==> src/rtl/cam_sync_ctrl_pkg.sv <==
// Shared constants and types for the camera sync controller and sync generator.
package cam_sync_ctrl_pkg;

  typedef enum logic [1:0] {StInt, StAcq, StLock, StHold} lock_state_e;

  localparam logic [1:0] AddrCtrl   = 2'd0;
  localparam logic [1:0] AddrExp    = 2'd1;
  localparam logic [1:0] AddrCommit = 2'd2;
  localparam logic [1:0] AddrRsvd   = 2'd3;

  // Frame geometry shared with the sync generator.
  localparam int unsigned LineCnt    = 1028;
  localparam int unsigned LineLenFr0 = 1064;
  localparam int unsigned LineLenFr1 = 532;
  localparam int unsigned LineLenFr2 = 266;
  localparam int unsigned LineLenFr3 = 133;

  localparam int unsigned PeriodFr0 = LineLenFr0 * LineCnt;  // 1093792
  localparam int unsigned PeriodFr1 = LineLenFr1 * LineCnt;  // 546896
  localparam int unsigned PeriodFr2 = LineLenFr2 * LineCnt;  // 273448
  localparam int unsigned PeriodFr3 = LineLenFr3 * LineCnt;  // 136724

  localparam int unsigned PeriodW = 21;

  function automatic int unsigned line_len(input logic [1:0] fr);
    case (fr)
      2'd0:    return LineLenFr0;
      2'd1:    return LineLenFr1;
      2'd2:    return LineLenFr2;
      default: return LineLenFr3;
    endcase
  endfunction

endpackage

==> src/rtl/cam_sync_ctrl_esyn_period_mon.sv <==
// External sync period monitor: free-running period counter, tolerance window and timeout.
module esyn_period_mon #(
  parameter int unsigned TOL = 64
) (
  input  logic        clk,
  input  logic        rst_n,
  input  logic        esyn,
  input  logic        clr,
  input  logic [20:0] nom,
  output logic        in_tol,
  output logic        timeout
);

  logic [20:0] cnt_q, cnt_d;
  logic [21:0] period, lo, hi;

  // Counter holds cycles since the last esyn, so the measured period is cnt + 1.
  assign period  = {1'b0, cnt_q} + 22'd1;
  assign lo      = {1'b0, nom} - 22'(TOL);
  assign hi      = {1'b0, nom} + 22'(TOL);
  assign in_tol  = (period >= lo) && (period <= hi);
  assign timeout = {1'b0, cnt_q} > hi;

  // Restart on every esyn or on request, otherwise count up and saturate.
  always_comb begin
    cnt_d = cnt_q;
    if (esyn || clr) begin
      cnt_d = '0;
    end else if (cnt_q != '1) begin
      cnt_d = cnt_q + 21'd1;
    end
  end

  // Period counter register.
  always_ff @(posedge clk) begin
    if (!rst_n) cnt_q <= '0;
    else        cnt_q <= cnt_d;
  end

endmodule

==> src/rtl/cam_sync_ctrl.sv <==
// Sync-source controller: shadowed host config applied on frame boundaries, external sync lock.
module cam_sync_ctrl
  import cam_sync_ctrl_pkg::*;
#(
  parameter int unsigned TOL      = 64,
  parameter int unsigned LOCK_CNT = 4,
  parameter int unsigned MISS_MAX = 3,
  parameter int unsigned IEXP_MIN = 2,
  parameter int unsigned LINES    = LineCnt
) (
  input  logic        clk,
  input  logic        rst_n,
  input  logic        wr_en,
  input  logic [1:0]  wr_addr,
  input  logic [15:0] wr_data,
  input  logic        tv,
  input  logic        esyn,
  output logic [1:0]  fr,
  output logic [10:0] iexp,
  output logic        inv,
  output logic        midsyn,
  output logic        extsyn,
  output logic        cfg_pend,
  output logic        cfg_done,
  output logic        locked,
  output logic        lost
);

  logic [1:0]  sh_fr_q, fr_q;
  logic [10:0] sh_iexp_q, iexp_q, iexp_wr;
  logic        sh_inv_q, inv_q, sh_mid_q, mid_q, sh_ext_q, ext_q;
  logic        pend_q, done_q, lost_q, lost_d;
  logic        apply, commit_wr, fr_chg;
  logic        started_q, started_d, clr, in_tol, timeout;
  logic [7:0]  good_q, good_d, miss_q, miss_d;
  logic [20:0] nom;
  lock_state_e state_q, state_d;
  logic        unused_wr_data;

  assign unused_wr_data = ^wr_data[15:11];
  assign iexp_wr   = (wr_data[10:0] < 11'(IEXP_MIN)) ? 11'(IEXP_MIN) : wr_data[10:0];
  assign commit_wr = wr_en && (wr_addr == AddrCommit);
  // Only a request already pending when tv arrives is applied.
  assign apply     = tv && pend_q;
  assign fr_chg    = apply && (sh_fr_q != fr_q);
  assign nom       = 21'(line_len(fr_q) * LINES);

  // Shadow registers, atomic commit into the active set.
  always_ff @(posedge clk) begin
    if (!rst_n) begin
      sh_fr_q <= '0; sh_inv_q <= 1'b0; sh_mid_q <= 1'b0; sh_ext_q <= 1'b0;
      sh_iexp_q <= 11'(IEXP_MIN);
      fr_q <= '0; inv_q <= 1'b0; mid_q <= 1'b0; ext_q <= 1'b0;
      iexp_q <= 11'(IEXP_MIN);
      pend_q <= 1'b0; done_q <= 1'b0;
    end else begin
      if (wr_en) begin
        case (wr_addr)
          AddrCtrl: begin
            sh_fr_q  <= wr_data[1:0];
            sh_inv_q <= wr_data[2];
            sh_mid_q <= wr_data[3];
            sh_ext_q <= wr_data[4];
          end
          AddrExp:  sh_iexp_q <= iexp_wr;
          AddrRsvd: ;
          default:  ;
        endcase
      end
      if (apply) begin
        fr_q <= sh_fr_q; inv_q <= sh_inv_q; mid_q <= sh_mid_q; ext_q <= sh_ext_q;
        iexp_q <= sh_iexp_q;
      end
      done_q <= apply;
      if (commit_wr)  pend_q <= 1'b1;
      else if (apply) pend_q <= 1'b0;
    end
  end

  esyn_period_mon #(
    .TOL(TOL)
  ) u_mon (
    .clk    (clk),
    .rst_n  (rst_n),
    .esyn   (esyn),
    .clr    (clr),
    .nom    (nom),
    .in_tol (in_tol),
    .timeout(timeout)
  );

  // Lock FSM next state: ext_req off wins, then rate change, then normal tracking.
  always_comb begin
    state_d   = state_q;
    good_d    = good_q;
    miss_d    = miss_q;
    started_d = started_q;
    clr       = 1'b0;
    lost_d    = 1'b0;
    if (!ext_q) begin
      state_d = StInt; good_d = '0; miss_d = '0; started_d = 1'b0;
    end else if (fr_chg) begin
      state_d = StAcq; good_d = '0; miss_d = '0; started_d = 1'b0; clr = 1'b1;
    end else begin
      unique case (state_q)
        StInt: begin
          state_d = StAcq; good_d = '0; miss_d = '0; started_d = 1'b0; clr = 1'b1;
        end
        StAcq: begin
          if (esyn) begin
            if (!started_q) begin
              started_d = 1'b1;
            end else if (in_tol) begin
              if (good_q + 8'd1 >= 8'(LOCK_CNT)) begin
                state_d = StLock; good_d = '0;
              end else begin
                good_d = good_q + 8'd1;
              end
            end else begin
              good_d = '0;
            end
          end
        end
        StLock: begin
          if (esyn) begin
            // The offending esyn already restarted the counter, so it starts measurement.
            if (!in_tol) begin
              state_d = StAcq; good_d = '0; started_d = 1'b1;
            end
          end else if (timeout) begin
            state_d = StHold; miss_d = 8'd1; clr = 1'b1;
          end
        end
        StHold: begin
          if (esyn) begin
            if (in_tol) begin
              state_d = StLock; miss_d = '0;
            end else begin
              state_d = StAcq; good_d = '0; started_d = 1'b1;
            end
          end else if (timeout) begin
            if (miss_q + 8'd1 >= 8'(MISS_MAX)) begin
              state_d = StInt; miss_d = '0; lost_d = 1'b1;
            end else begin
              miss_d = miss_q + 8'd1; clr = 1'b1;
            end
          end
        end
      endcase
    end
  end

  // Lock FSM state register.
  always_ff @(posedge clk) begin
    if (!rst_n) begin
      state_q <= StInt; good_q <= '0; miss_q <= '0; started_q <= 1'b0; lost_q <= 1'b0;
    end else begin
      state_q <= state_d; good_q <= good_d; miss_q <= miss_d; started_q <= started_d;
      lost_q  <= lost_d;
    end
  end

  assign fr       = fr_q;
  assign iexp     = iexp_q;
  assign inv      = inv_q;
  assign midsyn   = mid_q;
  assign cfg_pend = pend_q;
  assign cfg_done = done_q;
  assign lost     = lost_q;
  assign locked   = (state_q == StLock);
  assign extsyn   = (state_q == StLock) || (state_q == StHold);

endmodule

==> config.mk <==
export PLATFORM = sky130hd
export DESIGN_NAME = cam_sync_ctrl
export DESIGN_NICKNAME = d
export VERILOG_FILES = /design/src/rtl/cam_sync_ctrl_pkg.sv /design/src/rtl/cam_sync_ctrl_esyn_period_mon.sv /design/src/rtl/cam_sync_ctrl.sv
export SDC_FILE = /design/constraint.sdc
export NUM_CORES = 1
export LEC_CHECK = 0
export BUFFER_PORTS_ARGS = -buffer_cell sky130_fd_sc_hd__buf_4
export CORE_MARGIN = 5
export CORE_UTILIZATION = 60
export DETAILED_ROUTE_END_ITERATION = 16
export HOLD_SLACK_MARGIN = 0.08
export PLACE_DENSITY = 0.77
export SKIP_LAST_GASP = 1
export SYNTH_ARGS = -nofsm -noshare
export SYNTH_HDL_FRONTEND = slang
export SYNTH_SLANG_ARGS = --single-unit
==> constraint.sdc <==
create_clock -name clk -period 3.9 [get_ports clk]
set_input_delay 0.195 -clock clk [delete_from_list [all_inputs] [get_ports clk]]
set_output_delay 0.195 -clock clk [all_outputs]
set_load 0.01 [all_outputs]
=== Word level (Yosys, flattened, before mapping) ===
Cells that the tools add are included.

* ROM bits: 0
* Word-level logic and storage cells: 133
* Output and inout port bits: 20
* Register bits after elaboration: 75
* Memory bits (writable): 0
* Latch bits: 0
* Memories: 0

* Bitwise gates (word level): 4
* Reductions and logical operators: 23
* Multiply operators: 1
* Mux-type cells: 44
* Order comparisons: 6
* Equal/unequal tests: 30
* Add/subtract/negate cells: 6
* Div/mod/pow operators: 0
* Shift operators: 0

{| class="wikitable"
|+ Operator list
! cell !! count
|-
| $mux 8 || 12
|-
| $pmux 8 s3 || 2
|-
| $pmux 11 s3 || 1
|-
| $mul 32x9->19 const B || 1
|-
| $ne 3x3->1 const B || 8
|-
| $add 21x1->22 const B || 1
|-
| $add 21x7->22 const B || 1
|-
| $ge 22x22->1 || 1
|-
| $gt 21x22->1 || 1
|-
| $le 22x22->1 || 1
|-
| $mux 2 || 11
|-
| $sub 21x7->22 const B || 1
|-
| $add 21x1->21 const B || 1
|-
| $ne 21x21->1 const B || 1
|-
| $add 8x1->8 const B || 2
|-
| $reduce_and 8->1 || 2
|-
| $mux 1 || 14
|-
| $ne 2x2->1 const B || 6
|-
| $ne 4x4->1 const B || 3
|-
| $lt 11x2->1 const B || 1
|-
| $mux 11 || 1
|-
| $eq 2x2->1 const B || 4
|-
| $ge 8x2->1 const B || 1
|-
| $ge 8x3->1 const B || 1
|-
| other kinds (20) || 36
|}

=== Depth between registers and ports, before layout ===
Gate-level depths: netlist of run 1.

* Depth after elaboration: 12
* Mapped depth: 16
* Depth with buffers taken out: 16

=== Hierarchy ===
Synthesis of run 1 repeated with hierarchy kept, for this count alone.

* Cell total of the unflattened synthesis: 623
* Area total of the unflattened synthesis: 5,311.3 um^2

{| class="wikitable"
|+ By module, submodules not included
! module !! cells an instance !! times used !! area each (um^2) !! seq. area each (um^2)
|-
| esyn_period_mon || 352 || 1 || 2,849.0 || 420.4
|-
| cam_sync_ctrl || 271 || 1 || 2,462.4 || 1,081.0
|}

=== Least setup slack after synthesis of run 1 ===
Ideal clock, no wire load.

* Kind: flip-flop to flip-flop
* From: reg fr_q[0] (netlist: fr[0])
* To: reg miss_q[2]
* Arrival time: 3.470 ns
* Buffers on the path: 0
* Stages on the path, launching flop included: 14
* Data required time: 3.784 ns
* Path slack: 0.315 ns
* Cells stage by stage: dfxtp_1 > inv_1 > ha_1 > a21o_1 > fa_1 > ha_1 > a211oi_1 > o21a_1 > o21ai_0 > a2111oi_0 > o41a_1 > o2111ai_2 > a31o_2 > and3_1

* Cells in the longest elaborated chain, start to end: 8
* Elaborated cells on any way between the ends: 18
* Those cells by class: add/sub: 2; mul: 1; order compare: 3; eq/ne: 6; mux: 1; reduce/logical: 5

{| class="wikitable"
|+ RTL lines
! item !! line !! RTL
|-
| start, declared || cam_sync_ctrl.sv:29 || <nowiki>logic [1:0] sh_fr_q, fr_q;</nowiki>
|-
| start signal, assigned || cam_sync_ctrl.sv:71 || <nowiki>fr_q <= sh_fr_q; inv_q <= sh_inv_q; mid_q <= sh_mid_q; ext_q <= sh_ext_q;</nowiki>
|-
| $eq 2x2->1 (tied with other cells) || cam_sync_ctrl_pkg.sv:26 || <nowiki>case (fr)</nowiki>
|-
| $pmux 11 s3 || cam_sync_ctrl_pkg.sv:26 ||
|-
| $mul 32x9->19 || cam_sync_ctrl.sv:46 || <nowiki>assign nom = 21'(line_len(fr_q) * LINES);</nowiki>
|-
| $sub 21x7->22 / $add 21x7->22 (equally long branches) || cam_sync_ctrl_esyn_period_mon.sv:19, cam_sync_ctrl_esyn_period_mon.sv:20 ||
|-
| $ge 22x22->1 / $le 22x22->1 (equally long branches) || cam_sync_ctrl_esyn_period_mon.sv:21 || <nowiki>assign in_tol = (period >= lo) && (period <= hi);</nowiki>
|-
| $logic_and 1x1->1 || cam_sync_ctrl_esyn_period_mon.sv:21 ||
|-
| $ne 3x3->1 (no source line) || -- ||
|-
| $reduce_and 5->1 (no source line) || -- ||
|-
| end signal, assigned || cam_sync_ctrl.sv:158 || <nowiki>state_q <= state_d; good_q <= good_d; miss_q <= miss_d; started_q <= started_d;</nowiki>
|-
| end, declared || cam_sync_ctrl.sv:35 || <nowiki>logic [7:0] good_q, good_d, miss_q, miss_d;</nowiki>
|}

Several ways; a longest one is shown, not always the timed one.
A chain may end at the register's enable or synchronous reset.

=== Final worst setup path of run 1 ===
* From: reg u_mon.cnt_q[9]
* To: reg good_q[0]

* Cells in the longest elaborated chain, start to end: 7
* Elaborated cells on any way between the ends: 10
* Those cells by class: add/sub: 1; order compare: 2; eq/ne: 1; mux: 4; reduce/logical: 2

{| class="wikitable"
|+ RTL lines
! item !! line !! RTL
|-
| start, declared || cam_sync_ctrl_esyn_period_mon.sv:14 || <nowiki>logic [20:0] cnt_q, cnt_d;</nowiki>
|-
| start signal, assigned || cam_sync_ctrl_esyn_period_mon.sv:37 || <nowiki>else cnt_q <= cnt_d;</nowiki>
|-
| $add 21x1->22 * || cam_sync_ctrl_esyn_period_mon.sv:18 || <nowiki>assign period = {1'b0, cnt_q} + 22'd1;</nowiki>
|-
| via u_mon.period[14] || cam_sync_ctrl_esyn_period_mon.sv:15 || <nowiki>logic [21:0] period, lo, hi;</nowiki>
|-
| $ge 22x22->1 / $le 22x22->1 (equally long branches) || cam_sync_ctrl_esyn_period_mon.sv:21 ||
|-
| $logic_and 1x1->1 * || cam_sync_ctrl_esyn_period_mon.sv:21 ||
|-
| $mux 8 || cam_sync_ctrl.sv:113 || <nowiki>end else if (in_tol) begin</nowiki>
|-
| $mux 8 || cam_sync_ctrl.sv:111 || <nowiki>if (!started_q) begin</nowiki>
|-
| $mux 8 || cam_sync_ctrl.sv:110 || <nowiki>if (esyn) begin</nowiki>
|-
| $pmux 8 s3 || cam_sync_ctrl.sv:105 || <nowiki>unique case (state_q)</nowiki>
|-
| end signal, assigned || cam_sync_ctrl.sv:158 ||
|-
| end, declared || cam_sync_ctrl.sv:35 ||
|}

The timed path passes the listed nets; every way through them passes the cells marked *. The select of a mux whose other input is x is not followed.

==> flow_metrics.tcl, run 1 <==
set metrics [dict create \
    synthArstFlopShare 0 \
    ys_top_cells_by_area "dfxtp_1 (31%), ha_1 (16%), nand2_1 (5.9%)" \
    firstDrtPassIters 5 \
    worst-path-max-fanout 8 \
    core_mm2 0.00777 \
    relSlewSlack 0.339 \
    cts_sinks 75 \
    syn_avg_cell_area_um2 8.55 \
    grt_setup_unrepaired "false" \
    ys_warn_count 0 \
    post_route_cells_drive_above_1_share 0.169 \
    ys_seq_elements 75 \
    period_share 0.954 \
    netlist_area_mm2 0.00481 \
    status "finished clean" \
    start_util 0.620 \
    die_area_mm2 0.00991 \
    drtIter0Drc 184 \
    via_count 4193 \
    ant_nets 0 \
    die_h_um 99.6 \
    peakVddDrop_uv 421 \
    crit_chain "and4_1 -> nand2_1 -> nor2_1 -> buf_4 -> and4_1 -> xnor2_1 -> inv_1 -> ha_1 -> nand4_1 -> nor3_2 -> a21boi_2 -> a2111oi_2 -> o41a_1 -> o221ai_1 -> a21boi_2 -> mux2_2" \
    worst_pin_slew_ns 0.989 \
    r2r_slack_ns 0.18 \
    cts_hold_buf 0 \
    viasPerCell 5.78 \
    design_area_mm2 0.00558 \
    cts_buffers 9 \
    grt_max_degree 38 \
    post_cts_buffers 0 \
    grt_use_total 0.241 \
    fin_total_pwr_mw 1.56 \
    synth_edf_count 0 \
    finalClockSkew_ns 0.0121 \
    synth_largest_area_cell "dfxtp_1" \
    stdcell_count 725 \
    cp-start-kind "register" \
    pre_cts_slack_ns 0.0534 \
    cts_root_buf "clkbuf_8" \
    clk_pin_slew_ns 0.08 \
    ios 43 \
    crit_arrival_ns 3.96 \
    grt_pass1_vias 4056 \
    post-synth-top-count-cell "nand2_1" \
    clkLatencyLatePin_ns 0.34 \
    worstSetupPathType "reg2reg" \
    postPlaceCellArea_mm2 0.00531 \
    num_antenna_cells 0 \
    ys_types 68 \
    finalSetupViolations 0 \
    fin_setup_tns_ns 0 \
    p_per_area_mw_per_mm2 279 \
    ctsLongestPathBuffers 2 \
    hold_viol_final 0 \
    critPathCaptureType "register" \
    timing.final.ws_setup_ns 0.179 \
    slowest_stage "o41a_1" \
    routed_wl_mm 11.5 \
    cts_tree "done" \
    place_inst 710 \
    ys_seq_area_frac 0.312 \
    fin_nets 706 \
    synth_top_cell_area_share 0.312 \
    critPathMaxStageDelay_ns 0.46 \
    min_period_ns 3.72 \
    area_growth_pct 16.0 \
    dieWidth_um 99.6 \
    rows 32 \
    cp.required_ns 4.13 \
    grt_overflow 0 \
    drv_slew 0 \
    htreeDepth 3 \
    synth_cells 563 \
    cap_violations 0 \
    dp_hpwl_mm 8.83 \
    post-route-drc-count 0 \
    synthTopCellsByCount "nand2_1 (76), dfxtp_1 (75), ha_1 (63), inv_1 (40), a21oi_1 (33)" \
    antenna_found_initial 0 \
    gp_congestion 0.951 \
    synthFlopType "dfxtp_1" \
    holdCritPathClass "in2reg" \
    port_buffers 37 \
    grt_pass1_wl_mm 19.2 \
    wire_per_inst_um 15.9 \
    timing.fmax_mhz 269 \
    power.leakage_nw 2.51 \
]
[final timing paths]
check | depth (start not counted) | from | end
setup / recovery | 16 | u_mon.cnt_q[9] | good_q[0]
hold / removal | 3 | wr_data[9] | sh_iexp_q[9]
setup reg to reg | 16 | u_mon.cnt_q[9] | good_q[0]
hold reg to reg | 2 | sh_iexp_q[6] | iexp[6]
[cells by family after synthesis]
| kind of cell | Yosys count | synth area share |
|---|---|---|
| and+or+nand+nor | 202 | 0.214 |
| AOI/OAI and AO/OA | 127 | 0.185 |
| DFF | 75 | 0.312 |
| adders and majority gates | 64 | 0.168 |
| buffers and inverters | 61 | 0.0569 |
| xor gates and xnor gates | 26 | 0.0489 |
| muxes | 7 | 0.0151 |
| other | 1 | 0.000779 |
[cells in the final DEF, fill, tap and decap left out, types with 3 or more instances in the layout]
cell type | synthesis | final
bufinv_16 | 0 | 3
inv_1 | 40 | 38
nor4_1 | 6 | 5
and3_1 | 16 | 16
dfxtp_1 | 75 | 74
nor2_1 | 31 | 31
xor2_1 | 8 | 8
a21boi_0 | 29 | 28
a21oi_1 | 33 | 33
nor2b_1 | 8 | 8
ha_1 | 63 | 62
and2_1 | 8 | 8
clkbuf_8 | 3 | 9
o21a_1 | 3 | 3
o31ai_1 | 3 | 3
xnor2_1 | 17 | 17
mux2i_1 | 5 | 5
a21o_1 | 4 | 4
a211oi_1 | 8 | 8
nor3_1 | 6 | 4
nand2_1 | 76 | 76
o21ai_0 | 11 | 11
a31oi_1 | 5 | 5
o211ai_1 | 4 | 4
nand4_1 | 17 | 17
nand3_1 | 14 | 14
buf_4 | 2 | 64
and4_1 | 4 | 4
[state kept, by name, indices dropped and copies added (netlist names), 2 cells and up]
name         count
state_q          2
miss_q           8
good_q           8
iexp            11
fr               2
u_mon.cnt_q     21
sh_iexp_q       11
sh_fr_q          2
[metal layers]
metal  wire (um)  global-route usage  up-vias
met5           0                   0        -
met4         127              0.0641        0
met3         482              0.0484       16
met2        5410               0.393       87
met1        5520               0.325     1979
li1            -                   -     2111
[power breakdown]
part	total, mW	switching, mW	internal, mW
Sequential	0.778	0.00517	0.773
Combinational	0.0687	0.0371	0.0315
Clock	0.712	0.288	0.424
Total	1.56	0.331	1.23
[area by class of cell]
class / count / area [um^2]
timing repair buffer: 64 / 480
fill: 626 / 2180
clock inverter: 6 / 115
inverter: 41 / 154
sequential: 75 / 1500
multi-input combinational: 428 / 3080
tap: 102 / 128
clock buffer: 9 / 124
[what timing repair did]
action / CTS / global route
gates resized for setup: 1 / 12
pin swaps: 0 / 2
setup endpoints to repair: 3 / 19
[worst max-delay path: cells and delay by family, from the launching register on]
kind | cells | cell delay (ns)
XOR/XNOR | 1 | 0.14
buffers and inverters | 2 | 0.23
flip-flops | 1 | 0.42
multiplexers | 1 | 0.28
adder cells (fa/ha/maj) | 1 | 0.30
AO/OA/AOI/OAI | 5 | 1.18
AND/OR/NAND/NOR | 6 | 1.09
[stage by stage]
stage	hold slack [ns]	util
after floorplan	0.319	-
after global placement	0.441	0.683
after detailed placement	0.450	0.683
after CTS	0.0931	0.714
after global routing	0.0967	0.719
final	0.106	0.719
No activity file was read; power rests on OpenSTA's default activity.
==> run 2: changes to the inputs <==
clock period = 4.3 ns   (was 3.9 ns; I/O delays follow)
==> run 2 against run 1 <==
Power shrank 9.3%. Setup slack gained 0.053 ns. Register-to-register slack gained 0.05 ns. Highest routed layer unchanged. Fmax shrank 8.5%. First-iteration DRC count shrank 29%. Global-route usage shrank 1.0 points.
==> flow_metrics.tcl, run 2 (synthesized netlist as in run 1, its figures left out) <==
set metrics [dict create \
    status "finished clean" \
    crit_chain "ha_1 -> nand3_1 -> nor2_1 -> and4_1 -> xnor2_1 -> inv_1 -> ha_1 -> nand4_1 -> nor3_1 -> a21boi_0 -> a2111oi_0 -> o41a_1 -> o221ai_1 -> a21boi_1 -> mux2_2" \
    cts_buffers 9 \
    cp.required_ns 4.53 \
    timing.critical_path.mode_cell "ha_1" \
    num_antenna_cells 0 \
    grt_max_degree 38 \
    period_share 0.946 \
    cts_hold_buf 0 \
    dieWidth_um 99.6 \
    drtIter0Drc 131 \
    wire_per_inst_um 15.8 \
    ios 43 \
    finalSetupViolations 0 \
    cp_num_buf_inv 1 \
    cp-start-kind "register" \
    antenna_found_initial 0 \
    cts_root_buf "clkbuf_8" \
    rows 32 \
    seq_area_mm2 0.00150 \
    grt_use_total 0.230 \
    pre_cts_slack_ns 0.271 \
    core_mm2 0.00777 \
    start_util 0.620 \
    grt_overflow 0 \
    fin_nets 683 \
    fin_setup_tns_ns 0 \
    cp_top_family "compound AO/OA/AOI/OAI gates" \
    grt_pass1_vias 3928 \
    crit_arrival_ns 4.30 \
    dp_hpwl_mm 8.55 \
    holdCritPathClass "in2reg" \
    die_area_mm2 0.00991 \
    post-route-drc-count 0 \
    viasPerCell 5.85 \
    largest_reg_flops 21 \
    final_common_cell "nand2_1" \
    firstDrtPassIters 4 \
    finalClockSkew_ns 0.00855 \
    die_h_um 99.6 \
    area_growth_pct 11.7 \
    p_per_area_mw_per_mm2 263 \
    hold_depth 3 \
    clk_pin_slew_ns 0.08 \
    multi_input_area_mm2 0.00305 \
    grt_setup_unrepaired "false" \
    cts_tree "done" \
    gp_congestion 0.939 \
    hold_viol_final 0 \
    ant_nets 0 \
    critPathCaptureType "register" \
    regMostFlops "u_mon.cnt_q" \
    power.leakage_nw 2.38 \
    drv_slew 0 \
    routed_wl_mm 11.1 \
    slowest_stage "dfxtp_1" \
    finish.utilization 0.692 \
    worst-path-max-fanout 8 \
    clkLatencyLatePin_ns 0.34 \
    port_buffers 37 \
    cap_violations 0 \
    critPathMaxStageDelay_ns 0.44 \
    relSlewSlack 0.305 \
    min_period_ns 4.07 \
    timing.final.ws_setup_ns 0.232 \
    cp.depth 15 \
    htreeDepth 3 \
    peakVddDrop_uv 210 \
    grt_pass1_wl_mm 18.6 \
    post_route_cells_drive_above_1_share 0.121 \
    ff2ff_path_depth 15 \
    cts_sinks 75 \
    timing.fmax_mhz 246 \
    worst_pin_slew_ns 1.04 \
    nFillCells 641 \
    fin_total_pwr_mw 1.41 \
    worstSetupPathType "reg2reg" \
    via_count 4111 \
    ctsLongestPathBuffers 2 \
    final_cell_mix "nand2_1 (76), dfxtp_1 (75), ha_1 (63), buf_4 (41), inv_1 (40)" \
]
[run 2: cell types whose count changed in the layout (fill, tap and decap cells not counted), moves of 2 or more]
cell / delta
inv_1: +2
inv_2: -2
a21boi_2: -2
buf_4: -23
[run 2: worst register-to-register path: cells and delay by family, from the launching register on]
family | cells | cell delay, ns
mux | 1 | 0.30
simple gates | 5 | 1.16
xor+xnor | 1 | 0.14
fa+ha+maj | 2 | 0.58
buf+inv | 1 | 0.10
flops | 1 | 0.44
compound gates | 5 | 1.25
[run 2: worst paths after layout]
check	start	to	slack (ns)
setup / recovery	u_mon.cnt_q[0]	good_q[0]	0.23
setup reg to reg	u_mon.cnt_q[0]	good_q[0]	0.23
hold reg to reg	sh_iexp_q[10]	sh_iexp_q[10]	0.47
hold / removal	wr_data[1]	sh_iexp_q[1]	0.12
[run 2: cell type report]
| class | instances | share of cell area |
|---|---|---|
| multi-input cells | 428 | 0.567 |
| flip-flops and latches | 75 | 0.279 |
| repair buffers | 41 | 0.0572 |
| inverters | 41 | 0.0286 |
| clock buffers | 10 | 0.0237 |
| well taps | 102 | 0.0237 |
| clock inverters | 6 | 0.0209 |
[run 2: power breakdown]
part	internal (mW)	switching (mW)	total, mW
sequential	0.701	0.00502	0.706
clock	0.388	0.260	0.648
combinational	0.0277	0.0325	0.0601
total	1.12	0.298	1.41
[run 2: repair_timing]
item                                   CTS  global route
setup endpoints to repair                0             2
buffers inserted                         0             0
endpoints found under the hold margin    0             0
resized for setup                        0             1
[run 2: layer usage]
metal / up-vias / global-route usage / part of all wire
met5: - / 0 / 0
met4: 0 / 0.0494 / 0.0096
met3: 12 / 0.0449 / 0.049
met2: 87 / 0.384 / 0.47
met1: 1937 / 0.309 / 0.47
li1: 2075 / - / -
[run 2: metrics by stage]
stage,hold WS (ns),std cells,cell area [um^2]
after floorplan,0.339,564,4820
after global placement,0.449,687,5130
after detailed placement,0.459,687,5130
after CTS,0.106,703,5370
after global routing,0.115,703,5380
final,0.121,703,5380
